### config.mk
export PLATFORM = sky130hd
export DESIGN_NAME = vpu_issue_ctrl
export DESIGN_NICKNAME = d
export VERILOG_FILES = /design/src/rtl/vpu_issue_ctrl.sv
export SDC_FILE = /design/constraint.sdc
export NUM_CORES = 1
export LEC_CHECK = 0
export CORE_MARGIN = 5
export CORE_UTILIZATION = 51
export CTS_BUF_LIST = sky130_fd_sc_hd__clkbuf_4 sky130_fd_sc_hd__clkbuf_8
export CTS_CLUSTER_SIZE = 14
export DETAILED_ROUTE_END_ITERATION = 10
export GPL_TIMING_DRIVEN = 0
export HOLD_SLACK_MARGIN = 0.1
export PLACE_DENSITY = 0.74
export SLEW_MARGIN = 15
export SYNTH_ARGS = -nofsm -noshare
export SYNTH_HDL_FRONTEND = slang
export SYNTH_SLANG_ARGS = --single-unit
### constraint.sdc
create_clock -name clk -period 3.7 [get_ports clk]
set_clock_uncertainty 0.2 [all_clocks]
set_input_delay 0.37 -clock clk [delete_from_list [all_inputs] [get_ports clk]]
set_output_delay 0.37 -clock clk [all_outputs]
set_load 0.1 [all_outputs]
### src/rtl/vpu_issue_ctrl.sv
// vpu_issue_ctrl
// In-order issue/completion tracker placed ahead of the VPU execution delay
// counters. Accepted ops fire a one-cycle start toward the execution lane and
// are held in a circular in-flight queue until their latency has elapsed.
// Completions are presented to writeback strictly in issue order.
//
// Ports:
//   clk, rst_n                 clock, synchronous active-low reset
//   flush_i                    discard all in-flight ops (overrides push/pop)
//   req_valid_i/req_ready_o    decoder handshake; ready ignores wb_ready_i
//   req_opcode_i/tag_i/delay_i decoded op fields
//   exe_start_o/opcode_o/delay_o  start pulse and pass-through op fields
//   wb_valid_o/wb_ready_i      head-complete handshake toward writeback
//   wb_tag_o/wb_opcode_o       head entry fields
//   inflight_o, busy_o         occupancy and non-empty flag
//
// Build option: define VPU_ISSUE_STATS_EN to add stat_issue_o (accept count)
// and stat_stall_o (cycles with valid but not ready), both 32-bit wrapping,
// cleared by reset only.
module vpu_issue_ctrl #(
    parameter int DEPTH    = 4,
    parameter int TAG_W    = 5,
    parameter int OPCODE_W = 4,
    parameter int DELAY_W  = 4
) (
    input  logic                       clk,
    input  logic                       rst_n,
    input  logic                       flush_i,
    input  logic                       req_valid_i,
    output logic                       req_ready_o,
    input  logic [OPCODE_W-1:0]        req_opcode_i,
    input  logic [TAG_W-1:0]           req_tag_i,
    input  logic [DELAY_W-1:0]         req_delay_i,
    output logic                       exe_start_o,
    output logic [OPCODE_W-1:0]        exe_opcode_o,
    output logic [DELAY_W-1:0]         exe_delay_o,
    output logic                       wb_valid_o,
    input  logic                       wb_ready_i,
    output logic [TAG_W-1:0]           wb_tag_o,
    output logic [OPCODE_W-1:0]        wb_opcode_o,
    output logic [$clog2(DEPTH):0]     inflight_o,
`ifdef VPU_ISSUE_STATS_EN
    output logic [31:0]                stat_issue_o,
    output logic [31:0]                stat_stall_o,
`endif
    output logic                       busy_o
);

    localparam int PTR_W = $clog2(DEPTH);
    localparam int CNT_W = PTR_W + 1;

    typedef enum logic [1:0] {EMPTY, WAIT, COMPLETE} state_t;

    state_t state, state_next;

    logic [TAG_W-1:0]    tag_q    [DEPTH];
    logic [OPCODE_W-1:0] opcode_q [DEPTH];
    logic [DELAY_W-1:0]  rem_q    [DEPTH];

    logic [PTR_W-1:0]   rd_ptr, wr_ptr, rd_inc;
    logic [CNT_W-1:0]   count;
    logic               accept, pop;
    logic [DELAY_W-1:0] init_rem;
    logic [DELAY_W-1:0] head_rem_next;
    logic               head_next_exists;

    function automatic logic [DELAY_W-1:0] sat_dec(input logic [DELAY_W-1:0] v);
        return (v == '0) ? v : v - DELAY_W'(1);
    endfunction

    // Ready also drops during reset so no start can leak out of a reset cycle.
    assign req_ready_o  = rst_n && (count != CNT_W'(DEPTH)) && !flush_i;
    assign accept       = req_valid_i && req_ready_o;
    assign pop          = wb_valid_o && wb_ready_i && !flush_i;
    assign init_rem     = (req_delay_i == '0) ? '0 : req_delay_i - DELAY_W'(1);
    assign rd_inc       = rd_ptr + PTR_W'(1);

    assign exe_start_o  = accept;
    assign exe_opcode_o = req_opcode_i;
    assign exe_delay_o  = req_delay_i;

    assign wb_valid_o   = (state == COMPLETE);
    assign wb_tag_o     = tag_q[rd_ptr];
    assign wb_opcode_o  = opcode_q[rd_ptr];
    assign inflight_o   = count;
    assign busy_o       = (count != '0);

    always_ff @(posedge clk) begin
        if (!rst_n) state <= EMPTY;
        else        state <= state_next;
    end

    // The registered state tracks the head's post-update remaining count so
    // wb_valid_o comes straight from a flop: after a pop the next head is the
    // entry behind it, or the op being pushed if the queue would otherwise empty.
    always_comb begin
        state_next       = state;
        head_rem_next    = '0;
        head_next_exists = 1'b0;
        if (pop) begin
            if (count > CNT_W'(1)) begin
                head_rem_next    = sat_dec(rem_q[rd_inc]);
                head_next_exists = 1'b1;
            end else if (accept) begin
                head_rem_next    = init_rem;
                head_next_exists = 1'b1;
            end
        end else if (count != '0) begin
            head_rem_next    = sat_dec(rem_q[rd_ptr]);
            head_next_exists = 1'b1;
        end else if (accept) begin
            head_rem_next    = init_rem;
            head_next_exists = 1'b1;
        end
        if (flush_i || !head_next_exists) state_next = EMPTY;
        else if (head_rem_next == '0)     state_next = COMPLETE;
        else                              state_next = WAIT;
    end

    always_ff @(posedge clk) begin
        if (!rst_n) begin
            rd_ptr <= '0;
            wr_ptr <= '0;
            count  <= '0;
            for (int unsigned i = 0; i < DEPTH; i++) begin
                tag_q[PTR_W'(i)]    <= '0;
                opcode_q[PTR_W'(i)] <= '0;
                rem_q[PTR_W'(i)]    <= '0;
            end
        end else if (flush_i) begin
            rd_ptr <= '0;
            wr_ptr <= '0;
            count  <= '0;
        end else begin
            // Free slots count down too; harmless since a push overwrites them.
            for (int unsigned i = 0; i < DEPTH; i++)
                rem_q[PTR_W'(i)] <= sat_dec(rem_q[PTR_W'(i)]);
            if (accept) begin
                tag_q[wr_ptr]    <= req_tag_i;
                opcode_q[wr_ptr] <= req_opcode_i;
                rem_q[wr_ptr]    <= init_rem;
                wr_ptr           <= wr_ptr + PTR_W'(1);
            end
            if (pop) rd_ptr <= rd_inc;
            case ({accept, pop})
                2'b10:   count <= count + CNT_W'(1);
                2'b01:   count <= count - CNT_W'(1);
                default: count <= count;
            endcase
        end
    end

`ifdef VPU_ISSUE_STATS_EN
    always_ff @(posedge clk) begin
        if (!rst_n) begin
            stat_issue_o <= '0;
            stat_stall_o <= '0;
        end else begin
            if (accept)                      stat_issue_o <= stat_issue_o + 32'd1;
            if (req_valid_i && !req_ready_o) stat_stall_o <= stat_stall_o + 32'd1;
        end
    end
`endif

endmodule

Word level (Yosys, flattened, before mapping)
Memory sizes are Yosys's and may differ from the RTL's. A register that Yosys moved wholly into a read port is not among the register bits.
Index checks and enable logic that the tools add are counted.
Widths: inputs -> output; s select.
{"block": "totals", "register_bits": 9, "ramBits": 52, "input_bits": 18, "output_inout_bits": 24, "word_cells": 90, "mem_count": 3}
{"block": "classes", "addsub": 11, "order_cmp": 1, "n_eq_ne": 4, "muxes": 40, "bitwise_logic": 5, "n_reduce_logical": 22}
{"name": "tag_q", "words": 4, "width": 5, "rd": 1, "rd_ports_with_merged_regs": 1, "write_ports": 4, "line_no": "56", "rtl": "logic [TAG_W-1:0] tag_q [DEPTH];"}
{"name": "opcode_q", "words": 4, "width": 4, "rd": 1, "rd_ports_with_merged_regs": 1, "write_ports": 4, "line_no": "57", "rtl": "logic [OPCODE_W-1:0] opcode_q [DEPTH];"}
{"name": "rem_q", "words": 4, "width": 4, "rd": 6, "rd_ports_with_merged_regs": 1, "write_ports": 5, "line_no": "58", "rtl": "logic [DELAY_W-1:0] rem_q [DEPTH];"}
{"cell": "$mux 4", "n": 16}
{"cell": "$logic_not 4->1", "n": 8}
{"cell": "$sub 4x1->4 const B", "n": 7}
{"cell": "$mux 2", "n": 9}
{"cell": "$mux 1", "n": 13}
{"cell": "$pmux 3 s2", "n": 1}
{"cell": "$logic_and 1x1->1", "n": 5}
{"cell": "$mux 5", "n": 1}
{"cell": "$reduce_or 5->1", "n": 1}
{"cell": "$add 2x1->2 const B", "n": 2}
{"cell": "$eq 2x2->1 const B", "n": 2}
{"cell": "$or 1x1->1", "n": 4}
{"cell": "$reduce_or 2->1", "n": 2}
{"cell": "$reduce_or 4->1", "n": 1}
{"cell": "$add 3x1->3 const B", "n": 1}
{"cell": "$gt 3x1->1 const B", "n": 1}
{"cell": "$ne 3x3->1 const B", "n": 1}
{"cell": "$reduce_bool 3->1", "n": 1}
{"cell": "$sub 3x1->3 const B", "n": 1}
{"cell": "$eq 2x1->1 const B", "n": 1}
{"cell": "$logic_not 1->1", "n": 2}
{"cell": "$reduce_bool 2->1", "n": 1}
{"cell": "$logic_or 1x1->1", "n": 1}
{"cell": "$not 1->1", "n": 1}

Logic depth before layout (Yosys ltp)
{"block": "depth", "depth_word": 10, "ltp_mapped": 10, "mapped_depth_nobuf": 9}

Worst setup path before layout
OpenSTA, ideal clock, no wires.
{"block": "synth_timing", "path_kind": "register to register", "startpoint": "reg count[1], in the netlist inflight_o[1]", "endpoint": "mem opcode_q[3][0], data pin", "setup_ps": 138, "arrival_time_ps": 4861, "t_required_ps": 3362, "slack_ps": -1499, "path_stages_with_launch": 9, "path_buffers": 2, "synth_period_minus_slack_ps": 5199, "path_cell_list": "dfxtp_1 > inv_1 > ha_1 > a21oi_1 > nand2_1 > inv_1 > buf_4 > clkbuf_1 > and2_1"}
{"element": "start: declaration", "line_no": "61", "rtl": "logic [CNT_W-1:0] count;"}
{"element": "start signal: assignment", "line_no": "146", "rtl": "2'b10: count <= count + CNT_W'(1);"}
{"element": "start signal: assignment", "line_no": "147", "rtl": "2'b01: count <= count - CNT_W'(1);"}
{"element": "start signal: assignment", "line_no": "148", "rtl": "default: count <= count;"}
{"element": "end: declaration", "line_no": "57"}

Worst setup path after layout
{"block": "layout_timing", "startpoint": "in flush_i", "endpoint": "out exe_start_o"}
{"block": "layout_between", "elab_chain_cells": 3}
{"element": "start: declaration", "line_no": "28", "rtl": "input logic flush_i,"}
{"element": "$logic_not 1->1", "line_no": "72", "rtl": "assign req_ready_o = rst_n && (count != CNT_W'(DEPTH)) && !flush_i;"}
{"element": "$logic_and 1x1->1", "line_no": "72"}
{"element": "$logic_and 1x1->1", "line_no": "73", "rtl": "assign accept = req_valid_i && req_ready_o;"}
{"element": "end: declaration", "line_no": "34", "rtl": "output logic exe_start_o,"}
No other way between the ends.

==> reports/results.ini <==
[cells_and_area]
syn_to_final_growth_pct=20.91
drive_above_1_share_pct=17.17
nets=390
diodes=0

[global_route]
grt_overflow_total=0
grt.met1_usage_pct=26.39
antenna_found_initial=0
use_met3_pct=4.888
grtUsageTotal_pct=19.40
grt_pass1_vias=2483
gr-max-usage-layer=met2
gr-usage-met2_pct=30.67
grt_max_degree=14
grt_pass1_wl_um=12840

[synthesis]
synth_compound_area_share_pct=7.256
yosys_warnings=0
ys_async_sr_fraction_pct=0
ys_ff_latch=63
ys_types=45
synth_edf_count=52
syn-cell-area_um2=3621
syn_avg_cell_area_um2=11.87
synthMuxAreaShare_pct=12.37
synth-adder-area-share_pct=5.529
synth_top_family_by_area=simple AND/OR/NAND/NOR gates
synth-seq-area-share_pct=49.21
synth_nets=339
synthFlopType=edfxtp_1
netlist_instances=305
synth_xor_area_share_pct=3.386
synth-simple-area-share_pct=17.31

[drt]
wl_um=7788
via_per_inst=5.549
drc=0
num_vias=2536
drtPass1Iterations=4
drt-initial-drc-count=192
wl_per_cell_um=17.04
ant_nets=0

[worst_setup_path]
slowest_delay_ns=0.58
ff2ff_path_depth=6
crit_chain=clkdlybuf4s50_1 -> nand2b_1 -> a21oi_4 -> nand2_1 -> inv_1 -> buf_4 -> clkbuf_2 -> buf_2
endpoint_kind=output pin
endpoint=exe_start_o
cp-start-kind=primary input
reg2reg_from=inflight_o[0]
r2r_slack_ns=0.72
crit_required_ns=3.13
startpoint=flush_i
arrival_ns=2.89
r2r_end=tag_q[2][4]
crit_type=primary input to output pin
cp_top_family=buffers and inverters
path_depth=8
cp_num_buf_inv=5
cp_max_fo=10
worst_path_max_delay_cell=clkdlybuf4s50_1

[floorplanning]
die_area_um2=8885
rows=30
coreArea_um2=6869
ioPinCount=42
start_util_pct=52.71
die_y_um=94.26
fp.dieW_um=94.26

[clocking]
post_cts_buffers=0
cts_root_buf=clkbuf_8
insertion_delay_ns=0.35
clk_pin_slew_worst_paths_ns=0.07
hold_buffers=0
clkSinkCount=63
cts_buffer_depth=2
cts-buffers-inserted=9
h-tree-depth=3
cts_tree=done

[place]
routabilityCongestion=0.8640
portBuffers=40
place_hpwl_um=5610

[timing]
max_slew.worst_pin.slew_ns=1.012
hold_viol=0
maxSlewViolCount=0
finalSetupViolCount=0
whs_ns=0.3577
fin_crit_ns=3.463
rsz0062_at_grt=no
clock.fmax_mhz=288.8
post-route-period-util_pct=93.59
slew_headroom_pct=31.98
setup_tns_ns=0

[power_and_ir_drop]
power.density_nw_per_um2=444.1
ir_worst_vdd_v=0.0002574
leakage_nw=1.630

[status]
status=completed

[min_path]
hp-class=register to register

[flow_run]
drv_cap=0

-- cell usage after synthesis, types with 2 or more instances --
cell / number / share of area, %
o31ai_1: 5 / 1.0
a31o_2: 2 / 0.48
o21ai_0: 16 / 2.2
nand3_1: 10 / 1.4
mux2_2: 5 / 1.6
and2_1: 38 / 6.6
clkbuf_1: 2 / 0.21
nand2b_1: 4 / 0.69
nor3_1: 12 / 1.7
nor2b_1: 2 / 0.35
xnor2_1: 2 / 0.48
o211ai_1: 3 / 0.62
o21ba_2: 2 / 0.55
ha_1: 16 / 5.5
inv_1: 18 / 1.9
dfxtp_1: 11 / 6.1
nor4b_1: 3 / 0.73
nor2_1: 15 / 1.6
buf_4: 10 / 2.1
nor3b_1: 4 / 0.83
xor2_1: 12 / 2.9
mux4_2: 14 / 8.7
nand2_1: 16 / 1.7
a21oi_1: 5 / 0.69
edfxtp_1: 52 / 43
mux2i_1: 5 / 1.4
buf_1: 2 / 0.21
nor2_2: 2 / 0.35
-- kinds of logic after synthesis --
logic type,count (synthesis)
xor gates and xnor gates,14
adders and majority gates,16
muxes,25
AOI/OAI and AO/OA,40
DFF,63
buffers and inverters,35
and+or+nand+nor,112
-- power breakdown --
group | internal (mW) | switching [mW]
clock | 0.387 | 0.301
sequential | 0.822 | 0.0418
combinational | 0.148 | 0.245
total | 1.36 | 0.588
-- registers in the layout, indices dropped and copies added, names as in the netlist, named ones only --
name / cells
tag_q: 20
opcode_q: 16
rem_q: 16
inflight_o: 3
rd_ptr: 2
state: 2
wr_ptr: 2
-- how the worst min path moves through the flow --
stage                     from             end  slack [ns]  cells after the start
6_report         inflight_o[1]   inflight_o[1]        0.36                      2
3_3_place_gp     inflight_o[0]   inflight_o[0]        0.35                      2
3_5_place_dp     inflight_o[1]   inflight_o[1]        0.35                      2
5_1_grt          inflight_o[0]   inflight_o[0]        0.42                      2
4_1_cts          inflight_o[1]   inflight_o[1]        0.36                      2
2_1_floorplan  req_opcode_i[0]  opcode_q[0][0]        0.37                      1
-- area by class of cell --
| cell class | count | area (um2) |
|---|---|---|
| Tap cell | 96 | 120.1 |
| Fill cell | 552 | 2491 |
| Multi-Input combinational cell | 207 | 1672 |
| Buffer | 17 | 112.6 |
| Inverter | 18 | 67.56 |
| Clock buffer | 9 | 123.9 |
| Timing Repair Buffer | 40 | 395.4 |
| Clock inverter | 7 | 102.6 |
| Sequential cell | 63 | 1784 |
-- metal layers --
metal	up-vias	part of all wire, %
li1	1213	-
met1	1233	43
met2	76	49
met3	14	6.9
met4	0	1.4
met5	-	0
-- worst reg2reg max path, cell delays in order (launching register included) --
cell      delay, ns
dfxtp_2        0.39
inv_1          0.08
ha_1           0.24
a21oi_4        0.16
nand2_1        0.18
nor3_1         0.82
nand2b_1       0.55
-- layout by cell type, fill, tap and decap left out, types with 4 or more instances in the layout --
cell             instances
a21oi_1                  4
nor3b_1                  4
inv_1                   18
nand3_1                 10
nand2_1                 16
clkbuf_8                 9
o21ai_0                 14
and2_1                  38
nand2b_1                 4
nor3_1                  12
edfxtp_1                52
xor2_1                  12
clkdlybuf4s50_1         39
mux2_2                   5
o31ai_1                  5
mux2i_1                  5
dfxtp_1                  9
buf_4                   10
nor2_1                  15
ha_1                    16
mux4_2                  14
-- repair_timing --
action,CTS,global route
endpoints found under the setup margin,1,1
pin swaps,0,0
gates resized for setup,3,2
-- through the flow --
step / worst slack (ns) / util (%) / power, mW / cells / instance area, um2
4_1_cts: 0.1224 / 63.83 / 1.955 / 457 / 4384
6_report: 0.2371 / 63.73 / 1.944 / 457 / 4378
3_5_place_dp: -0.4585 / 60.51 / 1.267 / 441 / 4156
2_1_floorplan: 0.1128 / - / 1.159 / 305 / 3636
3_3_place_gp: -0.4406 / 60.51 / 1.257 / 441 / 4156
5_1_grt: 0.08643 / 63.73 / 2.029 / 457 / 4378
No activity file was read; power rests on OpenSTA's default activity.
